**src/rtl/split_result_collector_if.sv**
```systemverilog
// Candidate handshake bundle between the split constraint blocks and the collector.
interface split_result_collector_if #(
  parameter int NUM_SPLITS = 8,
  parameter int IDX_W      = 16
);
  logic                  cand_valid;
  logic                  cand_ready;
  logic [IDX_W-1:0]      cand_idx;
  logic                  cand_last;
  logic [NUM_SPLITS-1:0] split_x;
  logic [NUM_SPLITS-1:0] split_mask;

  modport master (
    output cand_valid, cand_idx, cand_last, split_x, split_mask,
    input  cand_ready
  );

  modport slave (
    input  cand_valid, cand_idx, cand_last, split_x, split_mask,
    output cand_ready
  );
endinterface

```
**src/rtl/split_result_collector.sv**
```systemverilog
// Collects per-split constraint bits, evaluates the enabled-split conjunction
// in a two-stage pipe, and keeps tested/satisfied statistics for one sweep.

// A disabled split always passes, so an all-zero mask is a vacuous hit.
module split_lane_eval (
  input  logic x,
  input  logic mask,
  output logic pass
);
  assign pass = x | ~mask;
endmodule

module split_result_collector #(
  parameter int NUM_SPLITS = 8,
  parameter int IDX_W      = 16,
  parameter int CNT_W      = 16
) (
  input  logic                      clk,
  input  logic                      rst,
  input  logic                      start,
  split_result_collector_if.slave   cand,
  output logic                      busy,
  output logic                      done,
  output logic [CNT_W-1:0]          tested_count,
  output logic [CNT_W-1:0]          sat_count,
  output logic                      sat_pulse,
  output logic [IDX_W-1:0]          sat_idx,
  output logic                      first_sat_valid,
  output logic [IDX_W-1:0]          first_sat_idx
);
  localparam int STAGES = 1;

  typedef enum logic [1:0] {S_IDLE, S_RUN, S_DRAIN, S_DONE} state_t;

  state_t                state_q, state_d;
  logic                  accept;
  logic                  sweep_start;
  logic [NUM_SPLITS-1:0] lane_pass;
  logic [STAGES:1]       vld_pipe;
  logic                  s1_hit;
  logic [IDX_W-1:0]      s1_idx;

  for (genvar gi = 0; gi < NUM_SPLITS; gi++) begin : g_lane
    split_lane_eval u_lane (
      .x    (cand.split_x[gi]),
      .mask (cand.split_mask[gi]),
      .pass (lane_pass[gi])
    );
  end

  assign accept      = cand.cand_valid & cand.cand_ready;
  assign sweep_start = start & ((state_q == S_IDLE) | (state_q == S_DONE));

  always_ff @(posedge clk) begin
    if (rst) state_q <= S_IDLE;
    else     state_q <= state_d;
  end

  always_comb begin
    state_d = state_q;
    case (state_q)
      S_IDLE:  if (start) state_d = S_RUN;
      S_RUN:   if (accept && cand.cand_last) state_d = S_DRAIN;
      S_DRAIN: state_d = S_DONE;
      S_DONE:  if (start) state_d = S_RUN;
      default: state_d = S_IDLE;
    endcase
  end

  // Ready is a pure function of state so upstream never sees a valid->ready path.
  always_comb begin
    cand.cand_ready = (state_q == S_RUN);
    busy            = (state_q == S_RUN) | (state_q == S_DRAIN);
    done            = (state_q == S_DONE);
  end

  // Stage 1: capture the conjunction and index of each accepted candidate.
  always_ff @(posedge clk) begin
    if (rst) begin
      vld_pipe <= '0;
      s1_hit   <= 1'b0;
      s1_idx   <= '0;
    end else begin
      vld_pipe[1] <= accept;
      if (accept) begin
        s1_hit <= &lane_pass;
        s1_idx <= cand.cand_idx;
      end
    end
  end

  // Stage 2: statistics. A pending stage never coincides with a sweep start,
  // since starts are only honoured in IDLE/DONE where nothing is in flight.
  always_ff @(posedge clk) begin
    if (rst) begin
      tested_count    <= '0;
      sat_count       <= '0;
      sat_pulse       <= 1'b0;
      sat_idx         <= '0;
      first_sat_valid <= 1'b0;
      first_sat_idx   <= '0;
    end else begin
      sat_pulse <= vld_pipe[1] & s1_hit;
      if (sweep_start) begin
        tested_count    <= '0;
        sat_count       <= '0;
        sat_idx         <= '0;
        first_sat_valid <= 1'b0;
        first_sat_idx   <= '0;
      end else if (vld_pipe[1]) begin
        if (~&tested_count) tested_count <= tested_count + CNT_W'(1);
        if (s1_hit) begin
          if (~&sat_count) sat_count <= sat_count + CNT_W'(1);
          sat_idx <= s1_idx;
          if (!first_sat_valid) begin
            first_sat_valid <= 1'b1;
            first_sat_idx   <= s1_idx;
          end
        end
      end
    end
  end
endmodule

```
**src/flat_wrapper.sv**
```systemverilog
// flat-port wrapper written by rule: the top's interface ports become plain ports
module split_result_collector_flat 
#(
  parameter int NUM_SPLITS = 8,
  parameter int IDX_W      = 16,
  parameter int CNT_W      = 16
)
  (clk, rst, start, busy, done, tested_count, sat_count, sat_pulse, sat_idx, first_sat_valid, first_sat_idx, cand_cand_valid, cand_cand_idx, cand_cand_last, cand_split_x, cand_split_mask, cand_cand_ready);
  split_result_collector_if #(.NUM_SPLITS(NUM_SPLITS), .IDX_W(IDX_W)) cand_i ();
  input  logic clk;
  input  logic rst;
  input  logic start;
  output logic busy;
  output logic done;
  output logic [CNT_W-1:0] tested_count;
  output logic [CNT_W-1:0] sat_count;
  output logic sat_pulse;
  output logic [IDX_W-1:0] sat_idx;
  output logic first_sat_valid;
  output logic [IDX_W-1:0] first_sat_idx;
  input wire logic [$bits(cand_i.cand_valid)-1:0] cand_cand_valid;
  input wire logic [$bits(cand_i.cand_idx)-1:0] cand_cand_idx;
  input wire logic [$bits(cand_i.cand_last)-1:0] cand_cand_last;
  input wire logic [$bits(cand_i.split_x)-1:0] cand_split_x;
  input wire logic [$bits(cand_i.split_mask)-1:0] cand_split_mask;
  output wire logic [$bits(cand_i.cand_ready)-1:0] cand_cand_ready;
  assign cand_i.cand_valid = cand_cand_valid;
  assign cand_i.cand_idx = cand_cand_idx;
  assign cand_i.cand_last = cand_cand_last;
  assign cand_i.split_x = cand_split_x;
  assign cand_i.split_mask = cand_split_mask;
  assign cand_cand_ready = cand_i.cand_ready;
  split_result_collector #(.NUM_SPLITS(NUM_SPLITS), .IDX_W(IDX_W), .CNT_W(CNT_W)) u_core (.clk(clk), .rst(rst), .start(start), .cand(cand_i), .busy(busy), .done(done), .tested_count(tested_count), .sat_count(sat_count), .sat_pulse(sat_pulse), .sat_idx(sat_idx), .first_sat_valid(first_sat_valid), .first_sat_idx(first_sat_idx));
endmodule
```
**config.mk**
```make
export PLATFORM = sky130hd
export DESIGN_NAME = split_result_collector_flat
export DESIGN_NICKNAME = d
export VERILOG_FILES = /design/src/rtl/split_result_collector_if.sv /design/src/rtl/split_result_collector.sv /design/src/flat_wrapper.sv
export SDC_FILE = /design/constraint.sdc
export NUM_CORES = 1
export LEC_CHECK = 0
export ABC_AREA = 1
export ABC_CLOCK_PERIOD_IN_PS = 1300
export CELL_PAD_IN_SITES_DETAIL_PLACEMENT = 0
export CELL_PAD_IN_SITES_GLOBAL_PLACEMENT = 1
export CORE_ASPECT_RATIO = 0.8
export CORE_MARGIN = 2
export CORE_UTILIZATION = 35
export DETAILED_ROUTE_END_ITERATION = 6
export DONT_BUFFER_PORTS = 1
export PLACE_DENSITY = 0.69
export REMOVE_ABC_BUFFERS = 1
export SLEW_MARGIN = 15
export SYNTH_ARGS = -nofsm -noshare
export SYNTH_HDL_FRONTEND = slang
export SYNTH_SLANG_ARGS = --single-unit
```
**constraint.sdc**
```tcl
create_clock -name clk -period 1.3 [get_ports clk]
set_input_delay 0.26 -clock clk [delete_from_list [all_inputs] [get_ports clk]]
set_output_delay 0.26 -clock clk [all_outputs]
set_load 0.005 [all_outputs]
```
==> reports/results.tsv, run 1 <==
stage	metric	value	unit
status	status	finished with violations	
status	violations	negative setup slack	
clock_tree	tritoncts	built	
floorplan	placeable_core_region	10800	um^2
layout	area.growth.synth_to_final	39.4	%
sta	finalClockSkew	4.64	ps
sta	finalCriticalPeriod	1400	ps
worst_setup_path	cp-end-kind	output pin	
synthesis	async_flop_share	0	%
synthesis	yosysSeqAreaShare	44.2	%
worst_setup_path	crit_path_slowest_cell	sky130_fd_sc_hd__dfxtp_2	
routing	routed_via_density	4.81	
synthesis	syn-cell-area	3900	um^2
synthesis	synth_common_cells	137 x sky130_fd_sc_hd__nand2_1, 93 x sky130_fd_sc_hd__nor2_1, 86 x sky130_fd_sc_hd__dfxtp_1	
sta	final_period_util	108	%
synthesis	post-synth-top-count-cell	sky130_fd_sc_hd__nand2_1	
global_routing	globalRouteOverflowTotal	0	
worst_setup_path	path_cells	inv_2 -> ha_4 -> inv_2 -> buf_6	
routing	post-route-drc-count	0	
synthesis	synth_largest_area_cell	sky130_fd_sc_hd__dfxtp_1	
synthesis	post_synth_num_cell_types	35	
layout	final_standard_cell_utilization_of_the_core	50.1	%
worst_setup_path	crit_top_cell	sky130_fd_sc_hd__inv_2	
placement	dp_slack	-246	ps
synthesis	synth_warnings	0	
layout	insertedDiodeCount	0	
layout	fin_nets	665	
power	finalPower	6.86	mW
power	p_leak	2.03	nW
worst_setup_path	critical_path_peak_fanout	2	
sta	final.setup.tns	-1540	ps
clock_tree	clkLatencyLatePin	340	ps
clock_tree	cts.htree.levels	3	
global_routing	grtUsageTotal	18.4	%
clock_tree	worst_setup_hold_path_clk_slew	70	ps
sta	final_number_of_hold_violating_endpoints	0	
synthesis	post_synth_inst_count	542	
sta	worst_slew_pin_slew	500	ps
power	ir_worst_vdd	1.10	mV
sta	achievable-frequency	715	MHz
placement	place_inst	744	
placement	post_dp_cell_area	4530	um^2
floorplan	num_io_pins	106	
clock_tree	clock-root-buffer	sky130_fd_sc_hd__clkbuf_16	
worst_setup_path	critPathArrivalTime	1140	ps
clock_tree	clock-sinks	86	
global_routing	antenna_found_initial	0	
worst_setup_path	critPathRequiredTime	1040	ps
layout	drive_above_1_share	39.0	%
layout	layoutNonFillerInstCount	773	
placement	routability_cong	0.803	
routing	drt-wirelength-per-cell	14.3	um
synthesis	dominantRegCellSynth	sky130_fd_sc_hd__dfxtp_1	
sta	worst_slew_margin_rel	66.7	%
placement	io_buffer_count	0	
worst_setup_path	setup.reg_to_reg.worst_slack	-90	ps
routing	num_vias	3721	
global_routing	vias_in_the_first_global_route	3596	
worst_setup_path	path_delay_family	flip-flops	
sta	timing.hold.ws	87.1	ps
sta	report.final.setup_viol	31	
layout	post-route-cell-area	5430	um^2
routing	postRouteWirelength	11100	um
floorplan	initial_utilization	35.9	%
routing	dr.pass1.iters	4	
worst_setup_path	path_class	reg2out	
sta	grt_setup_unrepaired	yes	
floorplan	fp.dieArea	12000	um^2
synthesis	synthTopCellsByArea	sky130_fd_sc_hd__dfxtp_1 44%, sky130_fd_sc_hd__nand2_1 13%, sky130_fd_sc_hd__nor2_1 9.0%	
floorplan	dieHeight	98.4	um
run	total_of_max_cap_violations	0	
routing	ant_nets	0	
synthesis	synth_seq_cells	86	
power	cellPowerDensity	1260	nW/um^2
placement	place_hpwl	7390	um
clock_tree	cts.path.max_buffers	2	
min_path	hold_path_class	in2reg	
sta	final_critical_path_setup_slack	-98.8	ps
synthesis	synth-edff-count	0	
global_routing	grt_max_degree	33	
sta	timing.final.max_slew_violations	0	
floorplan	die_x	122	um
floorplan	rows	34	
worst_setup_path	worstPathBufferInverterCount	3	
synthesis	post-synth-top-area-fraction	44.2	%
global_routing	grt_pass1_wl	17500	um
synthesis	post_synth.cell_area_avg	7.19	um^2
clock_tree	cts_inserted_buffers	9	
worst_setup_path	category_of_the_worst_setup_path_launch_point	flip-flop	
routing	drt_iter0_markers	167	
worst_setup_path	timing.critical_path.slowest_cell_delay	330	ps
-- kinds of logic after synthesis --
group                    synth area share [%]
flip-flops                               44.2
XOR/XNOR                                 1.12
buffers and inverters                    7.35
AND/OR/NAND/NOR                          33.3
adder cells (fa/ha/maj)                  1.28
AO/OA/AOI/OAI                            12.8
-- power by group --
part           switching, mW  internal, mW  total [mW]
clock                   1.11          1.50        2.60
sequential             0.127          2.81        2.94
combinational          0.741         0.581        1.32
total                   1.97          4.89        6.86
-- per-layer routing --
metal  routed length, um  part of all wire (%)  track usage, %
met2                5010                    45            29.4
met4                 108                  0.98            4.77
met1                5170                    47            23.9
met3                 783                   7.1            5.96
met5                   0                     0               0
-- timing repair --
action | CTS | global route
hold buffers | 1 | 0
pin swaps | 32 | 12
setup endpoints to repair | 81 | 76
endpoints found under the hold margin | 4 | 0
cloned | 2 | 1
resized for setup | 67 | 64
buffers inserted | 5 | 4
-- flip-flops by register name, indices dropped and copies added, names as in the netlist --
signal	flops
u_core.sat_count	16
u_core.sat_pulse	1
u_core.sat_idx	16
u_core.s1_hit	1
u_core.first_sat_valid	1
u_core.first_sat_idx	16
u_core.vld_pipe	1
u_core.s1_idx	16
u_core.tested_count	16
u_core.state_q	2
-- final cells by class --
class                           instances  area, um^2
Clock buffer                            9         225
Clock inverter                          7        72.6
Fill cell                            1094        5420
Inverter                               41         174
Multi-Input combinational cell        397        2250
Sequential cell                        86        1740
Tap cell                              144         180
Timing Repair Buffer                   89         783
-- path summary, 6_finish.rpt --
path                                             start                      end  cells past startpoint
worst max-delay path                 u_core.state_q[1]                     busy                      4
worst min-delay path                  cand_cand_idx[0]         u_core.s1_idx[0]                      2
worst min register to register        u_core.s1_idx[3]        u_core.sat_idx[3]                      2
worst max register to register  u_core.tested_count[0]  u_core.tested_count[10]                      7
-- placed cells by master (no fill, tap or decap), types with 2 or more instances in the layout --
master,synthesis,layout
sky130_fd_sc_hd__nor2_2,6,17
sky130_fd_sc_hd__clkinvlp_4,0,3
sky130_fd_sc_hd__o21ai_0,24,21
sky130_fd_sc_hd__dfxtp_2,0,16
sky130_fd_sc_hd__xor2_1,4,4
sky130_fd_sc_hd__inv_1,35,30
sky130_fd_sc_hd__o22ai_1,4,4
sky130_fd_sc_hd__inv_2,2,6
sky130_fd_sc_hd__nor2_1,93,77
sky130_fd_sc_hd__ha_4,0,3
sky130_fd_sc_hd__a21oi_1,47,21
sky130_fd_sc_hd__nand2_2,19,27
sky130_fd_sc_hd__nand3_2,0,7
sky130_fd_sc_hd__nand4_1,6,6
sky130_fd_sc_hd__clkbuf_16,0,10
sky130_fd_sc_hd__buf_12,1,4
sky130_fd_sc_hd__nand3b_1,2,2
sky130_fd_sc_hd__o21ai_2,1,2
sky130_fd_sc_hd__nand2_1,137,126
sky130_fd_sc_hd__dfxtp_1,86,70
sky130_fd_sc_hd__clkinv_2,1,3
sky130_fd_sc_hd__nor2_4,4,9
sky130_fd_sc_hd__a21oi_2,11,35
sky130_fd_sc_hd__nand2_4,3,4
sky130_fd_sc_hd__a21oi_4,0,2
sky130_fd_sc_hd__buf_6,2,12
sky130_fd_sc_hd__inv_6,0,3
sky130_fd_sc_hd__buf_4,2,71
sky130_fd_sc_hd__nand2_8,0,3
sky130_fd_sc_hd__nand3_1,24,16
No activity file was read; power rests on OpenSTA's default activity.
==> inputs of run 2 (changes only) <==
- RECOVER_POWER: unset -> 100
==> run 2 against run 1 <==
The run still ends with negative setup slack left. Worst setup slack better by 1.4 ps. Total power down 0.26%. Routed wire length about the same. Worst hold slack better by 2.6 ps. Via count down 0.13%. Combinational power about the same. Clock skew about the same. Global-route usage unchanged. Register-to-register slack about the same. Clock power about the same. First-iteration DRC count up 3.0%. Critical path depth unchanged.
==> reports/results.tsv, run 2 (synthesis gave the netlist of run 1 again) <==
stage	metric	value	unit
floorplan	dieHeight	98.4	um
global_routing	globalRouteOverflowTotal	0	
routing	routed_via_density	4.81	
layout	mostFrequentLayoutCell	sky130_fd_sc_hd__nand2_1	
clock_tree	cts_inserted_buffers	9	
global_routing	grt.busiest_layer	met2	
worst_setup_path	path_cells	inv_2 -> ha_4 -> inv_2 -> buf_6	
global_routing	grt_max_degree	33	
sta	final_critical_path_setup_slack	-97.4	ps
global_routing	vias_in_the_first_global_route	3596	
clock_tree	tritoncts	built	
worst_setup_path	critPathArrivalTime	1140	ps
routing	dr.pass1.iters	4	
worst_setup_path	critical_path_peak_fanout	2	
power	power.share.combinational	19.2	%
worst_setup_path	critPathRequiredTime	1040	ps
floorplan	initial_utilization	35.9	%
power	ir_worst_vdd	1.10	mV
worst_setup_path	timing.critical_path.slowest_cell_delay	330	ps
power	p_switching	1.96	mW
routing	postRouteWirelength	11100	um
clock_tree	cts.path.max_buffers	2	
power	power.internal	4.88	mW
clock_tree	worst_setup_hold_path_clk_slew	70	ps
power	cellPowerDensity	1270	nW/um^2
sta	final.setup.tns	-2750	ps
global_routing	groute.layer.met2.usage	29.4	%
sta	worst_slew_pin_slew	503	ps
floorplan	rows	34	
layout	final_cell_mix	128 x sky130_fd_sc_hd__nand2_1, 77 x sky130_fd_sc_hd__nor2_1, 73 x sky130_fd_sc_hd__dfxtp_1	
routing	ant_nets	0	
global_routing	antenna_found_initial	0	
min_path	worstHoldPathCells	2	
worst_setup_path	rr_worst_depth	6	
layout	area.growth.synth_to_final	38.5	%
sta	final_period_util	107	%
floorplan	num_io_pins	106	
worst_setup_path	crit-reg2reg-capture	u_core.first_sat_idx[14]	
worst_setup_path	crit_top_cell	sky130_fd_sc_hd__inv_2	
sta	worst_slew_margin_rel	66.4	%
min_path	whs_endpoint	u_core.s1_idx[0]	
placement	io_buffer_count	0	
power	finalPower	6.85	mW
worst_setup_path	setup.reg_to_reg.worst_slack	-90	ps
sta	finalClockSkew	4.32	ps
routing	drt-wirelength-per-cell	14.3	um
power	power.share.clock	37.9	%
routing	num_vias	3716	
clock_tree	clock-root-buffer	sky130_fd_sc_hd__clkbuf_16	
worst_setup_path	path_class	reg2out	
sta	timing.hold.ws	89.6	ps
placement	routability_cong	0.803	
placement	place_hpwl	7390	um
power	switching_share	28.7	%
floorplan	placeable_core_region	10800	um^2
clock_tree	clkLatencyLatePin	330	ps
worst_setup_path	reg2reg_from	u_core.vld_pipe	
status	violations	negative setup slack	
floorplan	die_x	122	um
min_path	hold_path_class	in2reg	
routing	drt_iter0_markers	172	
layout	insertedDiodeCount	0	
worst_setup_path	category_of_the_worst_setup_path_launch_point	flip-flop	
sta	finalCriticalPeriod	1400	ps
floorplan	fp.dieArea	12000	um^2
global_routing	grtUsageTotal	18.4	%
sta	final_number_of_hold_violating_endpoints	0	
clock_tree	clock-sinks	86	
run	total_of_max_cap_violations	0	
min_path	holdCritStartpoint	cand_cand_idx[0]	
global_routing	grt_util_met1	23.9	%
global_routing	grt_pass1_wl	17500	um
clock_tree	cts.htree.levels	3	
power	power.sequential.fraction	42.9	%
worst_setup_path	crit_path_slowest_cell	sky130_fd_sc_hd__dfxtp_2	
global_routing	global_route.usage.met3	5.96	%
routing	post-route-drc-count	0	
worst_setup_path	cp-end-kind	output pin	
power	p_leak	2.00	nW
layout	fin_nets	665	
status	status	finished with violations	
sta	timing.final.max_slew_violations	0	
layout	drive_above_1_share	36.9	%
sta	report.final.setup_viol	61	
sta	achievable-frequency	716	MHz
sta	grt_setup_unrepaired	yes	
-- run 2: how the worst max path moves through the flow --
stage,startpoint,to,slack [ps],cells after the start
2_1_floorplan,u_core.state_q[1],u_core.sat_count[8],-1250,5
3_3_place_gp,u_core.sat_count[0],u_core.sat_count[13],-220,9
3_5_place_dp,u_core.sat_count[0],u_core.sat_count[14],-250,9
4_1_cts,u_core.state_q[1],busy,-80,4
5_1_grt,u_core.tested_count[14],u_core.tested_count[6],-210,6
6_report,u_core.state_q[1],busy,-100,4
-- run 2: cell type report --
class,instances,area [um^2]
flip-flops and latches,86,1740
fillers,1106,5450
well taps,144,180
clock buffers,9,225
inverters,41,174
repair buffers,89,757
multi-input cells,397,2250
clock inverters,7,72.6
-- run 2: metal layers --
layer | part of all wire, % | wire (um) | vias up
met5 | 0 | 0 | -
met4 | 0.80 | 89 | 0
met3 | 5.7 | 633 | 9
met2 | 45 | 5040 | 84
met1 | 48 | 5320 | 1728
li1 | - | - | 1895
-- run 2: worst max-delay path: cells and delay by family (launching register included) --
family	cells	cell delay, ps
DFF	1	330
adders and majority gates	1	270
buffers and inverters	3	200
-- run 2: metrics by stage --
step | cell area [um^2] | util (%) | instances | worst slack [ps]
final | 5400 | 49.7 | 773 | -97.4
after global routing | 5400 | 49.7 | 773 | -207
after CTS | 5140 | 47.4 | 768 | -79.6
after detailed placement | 4530 | 41.8 | 744 | -246
after global placement | 4530 | 41.8 | 744 | -216
after floorplan | 3770 | - | 523 | -1250
-- run 2: timing repair --
item / 4_1_cts / 5_1_grt
resized for setup: 67 / 64
setup endpoints to repair: 81 / 76
hold buffers: 1 / 0
pin swaps: 32 / 12
gates cloned: 2 / 1
setup buffers: 5 / 4
hold endpoints to repair: 4 / 0
-- run 2: power groups by stage --
stage	combinational (mW)	sequential, mW	clock, mW
3_5_place_dp	1.03	2.98	0
5_1_grt	1.47	2.97	2.77
3_3_place_gp	1.01	2.98	0
4_1_cts	1.14	2.94	2.65
6_report	1.31	2.94	2.60
2_1_floorplan	0.607	2.97	0
